===== config.mk =====
export PLATFORM = sky130hd
export DESIGN_NAME = race_net_scheduler_flat
export DESIGN_NICKNAME = d
export VERILOG_FILES = /design/src/rtl/race_net_pkg.sv /design/src/rtl/race_net_scheduler_if.sv /design/src/rtl/net_rx_assembler.sv /design/src/rtl/race_net_scheduler.sv /design/src/flat_wrapper.sv
export SDC_FILE = /design/constraint.sdc
export NUM_CORES = 1
export LEC_CHECK = 0
export BUFFER_PORTS_ARGS = -buffer_cell sky130_fd_sc_hd__buf_4
export CORE_MARGIN = 2
export CORE_UTILIZATION = 35
export DETAILED_ROUTE_END_ITERATION = 12
export PLACE_DENSITY = 0.65
export SYNTH_ARGS = -nofsm -noshare
export SYNTH_HDL_FRONTEND = slang
export SYNTH_SLANG_ARGS = --single-unit
export TNS_END_PERCENT = 100

===== constraint.sdc =====
create_clock -name clk_in -period 1.9 [get_ports clk_in]
set_clock_uncertainty 0.15 [all_clocks]
set_input_delay 0.095 -clock clk_in [delete_from_list [all_inputs] [get_ports clk_in]]
set_output_delay 0.095 -clock clk_in [all_outputs]
set_load 0.02 [all_outputs]

===== src/rtl/race_net_pkg.sv =====
// Shared definitions for the kart-race network scheduler: message geometry,
// field positions, FSM state types and the message pack/unpack helpers.
package race_net_pkg;

    localparam int MSG_W      = 48;
    localparam int MSG_DIBITS = 24;

    localparam int TAG_MSB  = 47;
    localparam int TAG_LSB  = 40;
    localparam int SEQ_MSB  = 39;
    localparam int SEQ_LSB  = 36;
    localparam int X_MSB    = 35;
    localparam int X_LSB    = 25;
    localparam int Y_MSB    = 24;
    localparam int Y_LSB    = 14;
    localparam int DIR_MSB  = 13;
    localparam int DIR_LSB  = 5;
    localparam int STAT_MSB = 4;
    localparam int STAT_LSB = 3;

    typedef enum logic [1:0] {
        TX_IDLE = 2'd0,
        TX_PEND = 2'd1,
        TX_BUSY = 2'd2
    } tx_state_t;

    typedef enum logic [1:0] {
        R_IDLE  = 2'd0,
        R_SHIFT = 2'd1,
        R_CHECK = 2'd2
    } rx_state_t;

    typedef struct packed {
        logic [7:0]  tag;
        logic [3:0]  seq;
        logic [10:0] x;
        logic [10:0] y;
        logic [8:0]  dir;
        logic [1:0]  stat;
    } net_msg_t;

    function automatic logic [MSG_W-1:0] msg_pack(input net_msg_t m);
        return {m.tag, m.seq, m.x, m.y, m.dir, m.stat, 3'b000};
    endfunction

    function automatic net_msg_t msg_unpack(input logic [MSG_W-1:0] w);
        net_msg_t m;
        m.tag  = w[TAG_MSB:TAG_LSB];
        m.seq  = w[SEQ_MSB:SEQ_LSB];
        m.x    = w[X_MSB:X_LSB];
        m.y    = w[Y_MSB:Y_LSB];
        m.dir  = w[DIR_MSB:DIR_LSB];
        m.stat = w[STAT_MSB:STAT_LSB];
        return m;
    endfunction

endpackage


===== src/rtl/race_net_scheduler_if.sv =====
// Transmit handshake and receive dibit stream between the scheduler (master)
// and the RMII transmit/receive blocks (slave).
interface race_net_scheduler_if;
    import race_net_pkg::*;

    logic             tx_valid_out;
    logic             tx_ready_in;
    logic [MSG_W-1:0] tx_msg_out;
    logic             tx_done_in;
    logic             rx_valid_in;
    logic [1:0]       rx_dibit_in;

    modport master (
        output tx_valid_out,
        output tx_msg_out,
        input  tx_ready_in,
        input  tx_done_in,
        input  rx_valid_in,
        input  rx_dibit_in
    );

    modport slave (
        input  tx_valid_out,
        input  tx_msg_out,
        output tx_ready_in,
        output tx_done_in,
        output rx_valid_in,
        output rx_dibit_in
    );

endinterface


===== src/rtl/net_rx_assembler.sv =====
// Collects received payload dibits (MSB first) into a message word and, one
// cycle after the packet ends, flags it good (24 dibits, correct tag) or bad.
module net_rx_assembler
    import race_net_pkg::*;
#(
    parameter logic [7:0] MSG_TAG = 8'hA5
) (
    input  logic             clk_in,
    input  logic             rst_in_n,
    input  logic             rx_valid_in,
    input  logic [1:0]       rx_dibit_in,
    output logic [MSG_W-1:0] rx_word_out,
    output logic             rx_good_out,
    output logic             rx_bad_out
);

    rx_state_t        rx_state_r;
    rx_state_t        rx_state_s;
    logic [MSG_W-1:0] shift_r;
    logic [4:0]       cnt_r;
    logic             check_ok_s;

    // RX state register
    always_ff @(posedge clk_in or negedge rst_in_n) begin
        if (!rst_in_n) begin
            rx_state_r <= R_IDLE;
        end else begin
            rx_state_r <= rx_state_s;
        end
    end

    // RX next state: a dibit seen during R_CHECK begins the next packet
    always_comb begin
        rx_state_s = rx_state_r;
        case (rx_state_r)
            R_IDLE:  rx_state_s = rx_valid_in ? R_SHIFT : R_IDLE;
            R_SHIFT: rx_state_s = rx_valid_in ? R_SHIFT : R_CHECK;
            R_CHECK: rx_state_s = rx_valid_in ? R_SHIFT : R_IDLE;
            default: rx_state_s = R_IDLE;
        endcase
    end

    // Shift register and saturating dibit counter; count restarts at 1 outside R_SHIFT
    always_ff @(posedge clk_in or negedge rst_in_n) begin
        if (!rst_in_n) begin
            shift_r <= {MSG_W{1'b0}};
            cnt_r   <= 5'd0;
        end else if (rx_valid_in) begin
            shift_r <= {shift_r[MSG_W-3:0], rx_dibit_in};
            if (rx_state_r == R_SHIFT) begin
                cnt_r <= (cnt_r == 5'd31) ? 5'd31 : cnt_r + 5'd1;
            end else begin
                cnt_r <= 5'd1;
            end
        end
    end

    assign check_ok_s = (cnt_r == 5'(MSG_DIBITS)) && (shift_r[TAG_MSB:TAG_LSB] == MSG_TAG);

    // Verdict pulses, decoded from the registered state
    always_comb begin
        rx_good_out = 1'b0;
        rx_bad_out  = 1'b0;
        if (rx_state_r == R_CHECK) begin
            rx_good_out = check_ok_s;
            rx_bad_out  = ~check_ok_s;
        end else begin
            rx_good_out = 1'b0;
            rx_bad_out  = 1'b0;
        end
    end

    assign rx_word_out = shift_r;

endmodule


===== src/rtl/race_net_scheduler.sv =====
// Per-frame network scheduler: periodic TX snapshot/handshake, RX message
// acceptance and link timeout. NET_DUP_FILTER_EN enables duplicate-seq rejection.
module race_net_scheduler
    import race_net_pkg::*;
#(
    parameter int         TX_EVERY_N     = 1,
    parameter int         TIMEOUT_FRAMES = 30,
    parameter logic [7:0] MSG_TAG        = 8'hA5
) (
    input  logic                        clk_in,
    input  logic                        rst_in_n,
    input  logic                        vsync_in,
    input  logic                        enable_in,
    input  logic [10:0]                 player_x_in,
    input  logic [10:0]                 player_y_in,
    input  logic [8:0]                  direction_in,
    input  logic [1:0]                  game_stat_in,
    race_net_scheduler_if.master        net,
    output logic [10:0]                 opp_x_out,
    output logic [10:0]                 opp_y_out,
    output logic [8:0]                  opp_dir_out,
    output logic [1:0]                  opp_stat_out,
    output logic                        opp_update_out,
    output logic                        link_up_out,
    output logic [7:0]                  rx_err_count_out,
    output logic [7:0]                  tx_drop_count_out
);

    logic             vsync_r;
    logic             vsync_prev_r;
    logic             tick_s;
    logic [3:0]       frame_cnt_r;
    logic             slot_s;
    logic             snap_s;

    tx_state_t        tx_state_r;
    tx_state_t        tx_state_s;
    logic             tx_valid_r;
    logic [MSG_W-1:0] tx_msg_r;
    logic [3:0]       tx_seq_r;
    logic [7:0]       tx_drop_r;
    net_msg_t         snap_fields_s;

    logic [MSG_W-1:0] rx_word_s;
    logic             rx_good_s;
    logic             rx_bad_s;
    net_msg_t         rx_msg_s;
    logic             dup_s;
    logic             accept_s;
    logic             reject_s;
    logic             rx_unused_s;

    logic [10:0]      opp_x_r;
    logic [10:0]      opp_y_r;
    logic [8:0]       opp_dir_r;
    logic [1:0]       opp_stat_r;
    logic             opp_update_r;
    logic             link_up_r;
    logic [7:0]       rx_err_r;
    logic [7:0]       to_cnt_r;
    logic [8:0]       to_cnt_inc_s;
    logic             link_drop_s;

    // vsync synchroniser and edge history
    always_ff @(posedge clk_in or negedge rst_in_n) begin
        if (!rst_in_n) begin
            vsync_r      <= 1'b0;
            vsync_prev_r <= 1'b0;
        end else begin
            vsync_r      <= vsync_in;
            vsync_prev_r <= vsync_r;
        end
    end

    assign tick_s = vsync_r & ~vsync_prev_r;

    // Frame divider: a TX slot is the tick on which the counter reads zero
    always_ff @(posedge clk_in or negedge rst_in_n) begin
        if (!rst_in_n) begin
            frame_cnt_r <= 4'd0;
        end else if (tick_s) begin
            frame_cnt_r <= (frame_cnt_r == 4'(TX_EVERY_N - 1)) ? 4'd0 : frame_cnt_r + 4'd1;
        end
    end

    assign slot_s = tick_s & (frame_cnt_r == 4'd0);
    assign snap_s = slot_s & enable_in;

    // Snapshot of local racer state for the next message
    always_comb begin
        snap_fields_s      = '0;
        snap_fields_s.tag  = MSG_TAG;
        snap_fields_s.seq  = tx_seq_r;
        snap_fields_s.x    = player_x_in;
        snap_fields_s.y    = player_y_in;
        snap_fields_s.dir  = direction_in;
        snap_fields_s.stat = game_stat_in;
    end

    // TX state register
    always_ff @(posedge clk_in or negedge rst_in_n) begin
        if (!rst_in_n) begin
            tx_state_r <= TX_IDLE;
        end else begin
            tx_state_r <= tx_state_s;
        end
    end

    // TX next state
    always_comb begin
        tx_state_s = tx_state_r;
        case (tx_state_r)
            TX_IDLE: begin
                if (snap_s) tx_state_s = TX_PEND;
                else        tx_state_s = TX_IDLE;
            end
            TX_PEND: begin
                if (tx_valid_r && net.tx_ready_in) tx_state_s = TX_BUSY;
                else                               tx_state_s = TX_PEND;
            end
            TX_BUSY: begin
                if (net.tx_done_in) tx_state_s = TX_IDLE;
                else                tx_state_s = TX_BUSY;
            end
            default: tx_state_s = TX_IDLE;
        endcase
    end

    // TX datapath: message capture, sequence number and dropped-slot count
    always_ff @(posedge clk_in or negedge rst_in_n) begin
        if (!rst_in_n) begin
            tx_valid_r <= 1'b0;
            tx_msg_r   <= {MSG_W{1'b0}};
            tx_seq_r   <= 4'd0;
            tx_drop_r  <= 8'd0;
        end else begin
            tx_valid_r <= (tx_state_s == TX_PEND);
            if (snap_s && (tx_state_r == TX_IDLE)) begin
                tx_msg_r <= msg_pack(snap_fields_s);
                tx_seq_r <= tx_seq_r + 4'd1;
            end
            if (snap_s && (tx_state_r != TX_IDLE) && (tx_drop_r != 8'hFF)) begin
                tx_drop_r <= tx_drop_r + 8'd1;
            end
        end
    end

    assign net.tx_valid_out  = tx_valid_r;
    assign net.tx_msg_out    = tx_msg_r;
    assign tx_drop_count_out = tx_drop_r;

    net_rx_assembler #(
        .MSG_TAG (MSG_TAG)
    ) u_rx (
        .clk_in      (clk_in),
        .rst_in_n    (rst_in_n),
        .rx_valid_in (net.rx_valid_in),
        .rx_dibit_in (net.rx_dibit_in),
        .rx_word_out (rx_word_s),
        .rx_good_out (rx_good_s),
        .rx_bad_out  (rx_bad_s)
    );

    assign rx_msg_s     = msg_unpack(rx_word_s);
    assign rx_unused_s  = ^{rx_msg_s.tag, rx_msg_s.seq};
    assign to_cnt_inc_s = {1'b0, to_cnt_r} + 9'd1;
    assign link_drop_s  = ~accept_s & tick_s & (to_cnt_inc_s == 9'(TIMEOUT_FRAMES));

`ifdef NET_DUP_FILTER_EN
    logic       have_last_r;
    logic [3:0] last_seq_r;

    // Last accepted seq; forgotten on link loss so a fresh peer is always heard
    always_ff @(posedge clk_in or negedge rst_in_n) begin
        if (!rst_in_n) begin
            have_last_r <= 1'b0;
            last_seq_r  <= 4'd0;
        end else if (accept_s) begin
            have_last_r <= 1'b1;
            last_seq_r  <= rx_msg_s.seq;
        end else if (link_drop_s) begin
            have_last_r <= 1'b0;
        end
    end

    assign dup_s = have_last_r & (rx_msg_s.seq == last_seq_r);
`else
    assign dup_s = 1'b0;
`endif

    assign accept_s = rx_good_s & ~dup_s;
    assign reject_s = rx_bad_s | (rx_good_s & dup_s);

    // Opponent state, link timeout and RX error count; accept beats a same-cycle tick
    always_ff @(posedge clk_in or negedge rst_in_n) begin
        if (!rst_in_n) begin
            opp_x_r      <= 11'd0;
            opp_y_r      <= 11'd0;
            opp_dir_r    <= 9'd0;
            opp_stat_r   <= 2'd0;
            opp_update_r <= 1'b0;
            link_up_r    <= 1'b0;
            rx_err_r     <= 8'd0;
            to_cnt_r     <= 8'd0;
        end else begin
            opp_update_r <= accept_s;
            if (accept_s) begin
                opp_x_r    <= rx_msg_s.x;
                opp_y_r    <= rx_msg_s.y;
                opp_dir_r  <= rx_msg_s.dir;
                opp_stat_r <= rx_msg_s.stat;
                to_cnt_r   <= 8'd0;
                link_up_r  <= 1'b1;
            end else if (tick_s && (to_cnt_r != 8'(TIMEOUT_FRAMES))) begin
                to_cnt_r <= to_cnt_r + 8'd1;
                if (link_drop_s) link_up_r <= 1'b0;
            end
            if (reject_s && (rx_err_r != 8'hFF)) begin
                rx_err_r <= rx_err_r + 8'd1;
            end
        end
    end

    assign opp_x_out        = opp_x_r;
    assign opp_y_out        = opp_y_r;
    assign opp_dir_out      = opp_dir_r;
    assign opp_stat_out     = opp_stat_r;
    assign opp_update_out   = opp_update_r;
    assign link_up_out      = link_up_r;
    assign rx_err_count_out = rx_err_r;

endmodule

===== src/flat_wrapper.sv =====
// flat-port wrapper written by rule: the top's interface ports become plain ports
module race_net_scheduler_flat import race_net_pkg::*;
#(
    parameter int         TX_EVERY_N     = 1,
    parameter int         TIMEOUT_FRAMES = 30,
    parameter logic [7:0] MSG_TAG        = 8'hA5
)
  (clk_in, rst_in_n, vsync_in, enable_in, player_x_in, player_y_in, direction_in, game_stat_in, opp_x_out, opp_y_out, opp_dir_out, opp_stat_out, opp_update_out, link_up_out, rx_err_count_out, tx_drop_count_out, net_tx_valid_out, net_tx_msg_out, net_tx_ready_in, net_tx_done_in, net_rx_valid_in, net_rx_dibit_in);
  race_net_scheduler_if net_i ();
  input  logic clk_in;
  input  logic rst_in_n;
  input  logic vsync_in;
  input  logic enable_in;
  input  logic [10:0] player_x_in;
  input  logic [10:0] player_y_in;
  input  logic [8:0] direction_in;
  input  logic [1:0] game_stat_in;
  output logic [10:0] opp_x_out;
  output logic [10:0] opp_y_out;
  output logic [8:0] opp_dir_out;
  output logic [1:0] opp_stat_out;
  output logic opp_update_out;
  output logic link_up_out;
  output logic [7:0] rx_err_count_out;
  output logic [7:0] tx_drop_count_out;
  output wire logic [$bits(net_i.tx_valid_out)-1:0] net_tx_valid_out;
  output wire logic [$bits(net_i.tx_msg_out)-1:0] net_tx_msg_out;
  input wire logic [$bits(net_i.tx_ready_in)-1:0] net_tx_ready_in;
  input wire logic [$bits(net_i.tx_done_in)-1:0] net_tx_done_in;
  input wire logic [$bits(net_i.rx_valid_in)-1:0] net_rx_valid_in;
  input wire logic [$bits(net_i.rx_dibit_in)-1:0] net_rx_dibit_in;
  assign net_tx_valid_out = net_i.tx_valid_out;
  assign net_tx_msg_out = net_i.tx_msg_out;
  assign net_i.tx_ready_in = net_tx_ready_in;
  assign net_i.tx_done_in = net_tx_done_in;
  assign net_i.rx_valid_in = net_rx_valid_in;
  assign net_i.rx_dibit_in = net_rx_dibit_in;
  race_net_scheduler #(.TX_EVERY_N(TX_EVERY_N), .TIMEOUT_FRAMES(TIMEOUT_FRAMES), .MSG_TAG(MSG_TAG)) u_core (.clk_in(clk_in), .rst_in_n(rst_in_n), .vsync_in(vsync_in), .enable_in(enable_in), .player_x_in(player_x_in), .player_y_in(player_y_in), .direction_in(direction_in), .game_stat_in(game_stat_in), .net(net_i), .opp_x_out(opp_x_out), .opp_y_out(opp_y_out), .opp_dir_out(opp_dir_out), .opp_stat_out(opp_stat_out), .opp_update_out(opp_update_out), .link_up_out(link_up_out), .rx_err_count_out(rx_err_count_out), .tx_drop_count_out(tx_drop_count_out));
endmodule

==> reports/metrics.csv <==
stage,metric,value,unit
clocking,clock buffer count from CTS,17,
die,Die Ht,143,um
clocking,root buf cell,clkbuf_16,
synth,leading area contributor after synthesis,dfrtp_1,
setup_path,Setup crit end kind,flip-flop,
place,Placer Congestion,0.747,
clocking,Clock transition at path regs,0.08,ns
synth,mean area per synthesized cell,10.8,um2
power,power per cell area,1260,mW/mm2
place,dpl hpwl,9220,um
sta,setup violators final,31,
global_routing,met1 usage,0.189,
global_routing,largest net degree at the start of global routing,67,
sta,unrepaired setup endpoints after global routing,yes,
power,part of the power in the clock network,0.280,
die,die area,0.0204,mm2
detailed_routing,detail-routed via count per cell,4.61,
power,part of the power in registers,0.439,
synth,post-synth top area share,0.613,
detailed_routing,WL final,15100,um
sta,min Tclk post-route,1.97,ns
global_routing,vias in the first global route,4801,
detailed_routing,drt initial violations,265,
synth,register area share after synthesis,0.613,
die,num rows,50,
clocking,TritonCTS clock tree,done,
run_status,status,"complete, but fails checks",
global_routing,GRT Total Usage,0.145,
global_routing,total congestion overflow,0,
synth,Yosys warnings,0,
sta,Setup TNS,-0.996,ns
setup_path,CP Max Fanout,7,
setup_path,R2R Path Start,u_core.u_rx.rx_word_out[46],
detailed_routing,DR pass1 iterations,4,
synth,synthesis-stage register bit count,165,
clocking,clk_lat worst skew,0.42,ns
power,Int Power,0.00802,W
synth,cells taking the most area after synthesis,"dfrtp_1 61%, nand2_1 13%, mux2_2 8.0%, xnor2_1 2.2%, ha_1 1.9%",
run,# Max-Cap Violations,0,
synth,Synth Instances,621,
detailed_routing,remaining antenna violation count after routing,0,
detailed_routing,routed len/inst,14.0,um
setup_path,crit start category,flip-flop,
setup_path,CP startpoint,u_core.u_rx.rx_word_out[46],
synth,Post-synth top flop,dfrtp_1,
sta,Final Worst Setup Slack,-0.0677,ns
finish,fill count,1656,
clocking,clk sinks,165,
finish,final cell count without fillers,1080,
detailed_routing,Via Count,4982,
power,Combinational Power Share,0.281,
finish,area grow syn2layout,42.5,%
place,Post-Place Cell Area,0.00825,mm2
run_status,failing checks,negative setup slack,
power,leakage power,4.91,nW
synth,Netlist cell types,42,
detailed_routing,DRC,0,
synth,Post-synth EDFFs,0,
sta,Max Clk Rate,508,MHz
global_routing,met2 usage,0.231,
synth,most frequent cell after synthesis,nand2_1,
die,die width,143,um
sta,final critical-path share of the clock period,1.04,
place,placed insts,999,
clocking,Clock Tree Buf Depth,2,
global_routing,GRT Max-Usage Layer,met2,
setup_path,kind of critical path,flip-flop to flip-flop,
sta,max-slew violations,0,
sta,Final Hold Viols,0,
die,Core Region,0.0188,mm2
clocking,H-tree depth,4,
die,I/O pin cnt,142,
power,Net Sw Frac,0.336,
finish,nets@finish,885,
global_routing,first-pass GRT wire length,23400,um
setup_path,crit path DAT,2.17,ns
sta,worst hold margin,0.0334,ns
die,initial core utilization,0.359,
setup_path,Critical Path RT,2.10,ns
synth,cell area after synthesis,0.00674,mm2
worst_hold_path,Hold WC Path Type,input pin to asynchronous set/reset pin,
finish,Final Instance Area,0.00960,mm2
finish,share of cells above drive strength 1,0.369,
power,Switch Pwr,0.00406,W
power,VDD IR max,0.000767,V
place,Buffers on Ports,134,
synth,Async SR Flop Fraction,1.00,
global_routing,met3 Use GR,0.0443,
finish,Ant. Diodes,0,
global_routing,initial antenna violation count,0,
synth,Synth top cells by count,"230 x nand2_1, 165 x dfrtp_1, 48 x mux2_2, 17 x nor2_1, 17 x xnor2_1",
-- final timing paths --
path,slack (ns),end,cells past startpoint
max,-0.07,u_core.link_up_out,7
min,0.03,u_core.tx_drop_count_out[1],2
max reg2reg,-0.07,u_core.link_up_out,7
min reg2reg,0.25,u_core.vsync_prev_r,0
max in group asynchronous,0.86,u_core.u_rx.rx_word_out[40],3
min in group clk_in,0.06,u_core.u_rx.rx_word_out[0],2
-- critical path, cell delays in order, from the launching register on --
cell      delay, ns
dfrtp_1        0.38
or4bb_1        0.54
nor3_4         0.24
nand2_2        0.13
clkinv_4       0.14
buf_12         0.13
nor2_2         0.03
a31oi_1        0.14
-- state kept, by name, summed over array words and instances, names as in the netlist, 5 cells and up --
signal,count
u_core.opp_dir_out,9
u_core.opp_x_out,11
u_core.rx_err_count_out,8
u_core.u_rx.cnt_r,5
u_core.net.tx_msg_out,38
u_core.tx_drop_count_out,8
u_core.to_cnt_r,8
u_core.u_rx.rx_word_out,48
u_core.opp_y_out,11
-- power by group through the flow --
stage	Combinational, W	Sequential, W	Clock [W]
after floorplan	0.00129	0.00577	0
after global placement	0.00317	0.00528	0
after detailed placement	0.00322	0.00532	0
after CTS	0.00334	0.00526	0.00347
after global routing	0.00372	0.00546	0.00364
final	0.00340	0.00530	0.00338
-- per-layer routing --
layer  up-vias  routed length, um
met4         0                167
met5         -                  0
met3        17                912
met2       130               7090
li1       2444                  -
met1      2391               6940
-- stage by stage --
stage               utilization  power (W)  setup slack, ns
detailed placement        0.439    0.00854          -0.0762
finish                    0.512     0.0121          -0.0677
floorplan                     -    0.00706          -0.0367
CTS                       0.495     0.0121          -0.0519
global placement          0.439    0.00846          -0.0739
global route              0.512     0.0128           -0.171
-- cell type report --
class / count / area (um2) / share of cell area
Timing Repair Buffer: 222 / 1930 / 0.201
Sequential cell: 165 / 4130 / 0.430
Clock inverter: 14 / 154 / 0.0160
Tap cell: 234 / 293 / 0.0305
Inverter: 7 / 31.3 / 0.00326
Clock buffer: 18 / 439 / 0.0457
Multi-Input combinational cell: 420 / 2620 / 0.273
-- cell families after synthesis --
kind of cell,share of synthesized area
adder cells (fa/ha/maj),0.0186
XOR/XNOR,0.0351
AO/OA/AOI/OAI,0.0234
buffers and inverters,0.0345
AND/OR/NAND/NOR,0.193
multiplexers,0.0819
flip-flops,0.613
other,0.000557
-- what timing repair did --
item | 4_1_cts | 5_1_grt
buffers inserted | 1 | 4
setup endpoints to repair | 69 | 88
pin swaps | 2 | 42
hold buffers | 40 | 0
gates cloned | 0 | 4
endpoints found under the hold margin | 204 | 0
resized for setup | 6 | 57
-- cell usage in the layout (no fill, tap or decap), types with 2 or more instances in the layout --
cell	netlist	routed
a21o_1	2	2
a21oi_1	5	5
a41oi_1	2	2
and3_1	6	5
buf_12	0	7
buf_4	10	165
buf_6	4	7
clkbuf_16	0	20
clkinv_8	0	4
conb_1	1	7
dfrtp_1	165	164
dlygate4sd3_1	0	40
ha_1	10	8
inv_1	6	4
inv_2	0	2
inv_6	0	8
mux2_2	48	48
nand2_1	230	205
nand2_2	1	18
nand2_4	0	8
nand2b_1	5	5
nand3_1	11	10
nand3_2	1	2
nand4_1	16	16
nor2_1	17	15
nor2b_1	4	4
nor3_1	7	3
nor3_4	1	4
o21ai_0	4	4
xnor2_1	17	16
xor2_1	10	10
Note: power is estimated with default switching activity, not from simulation.
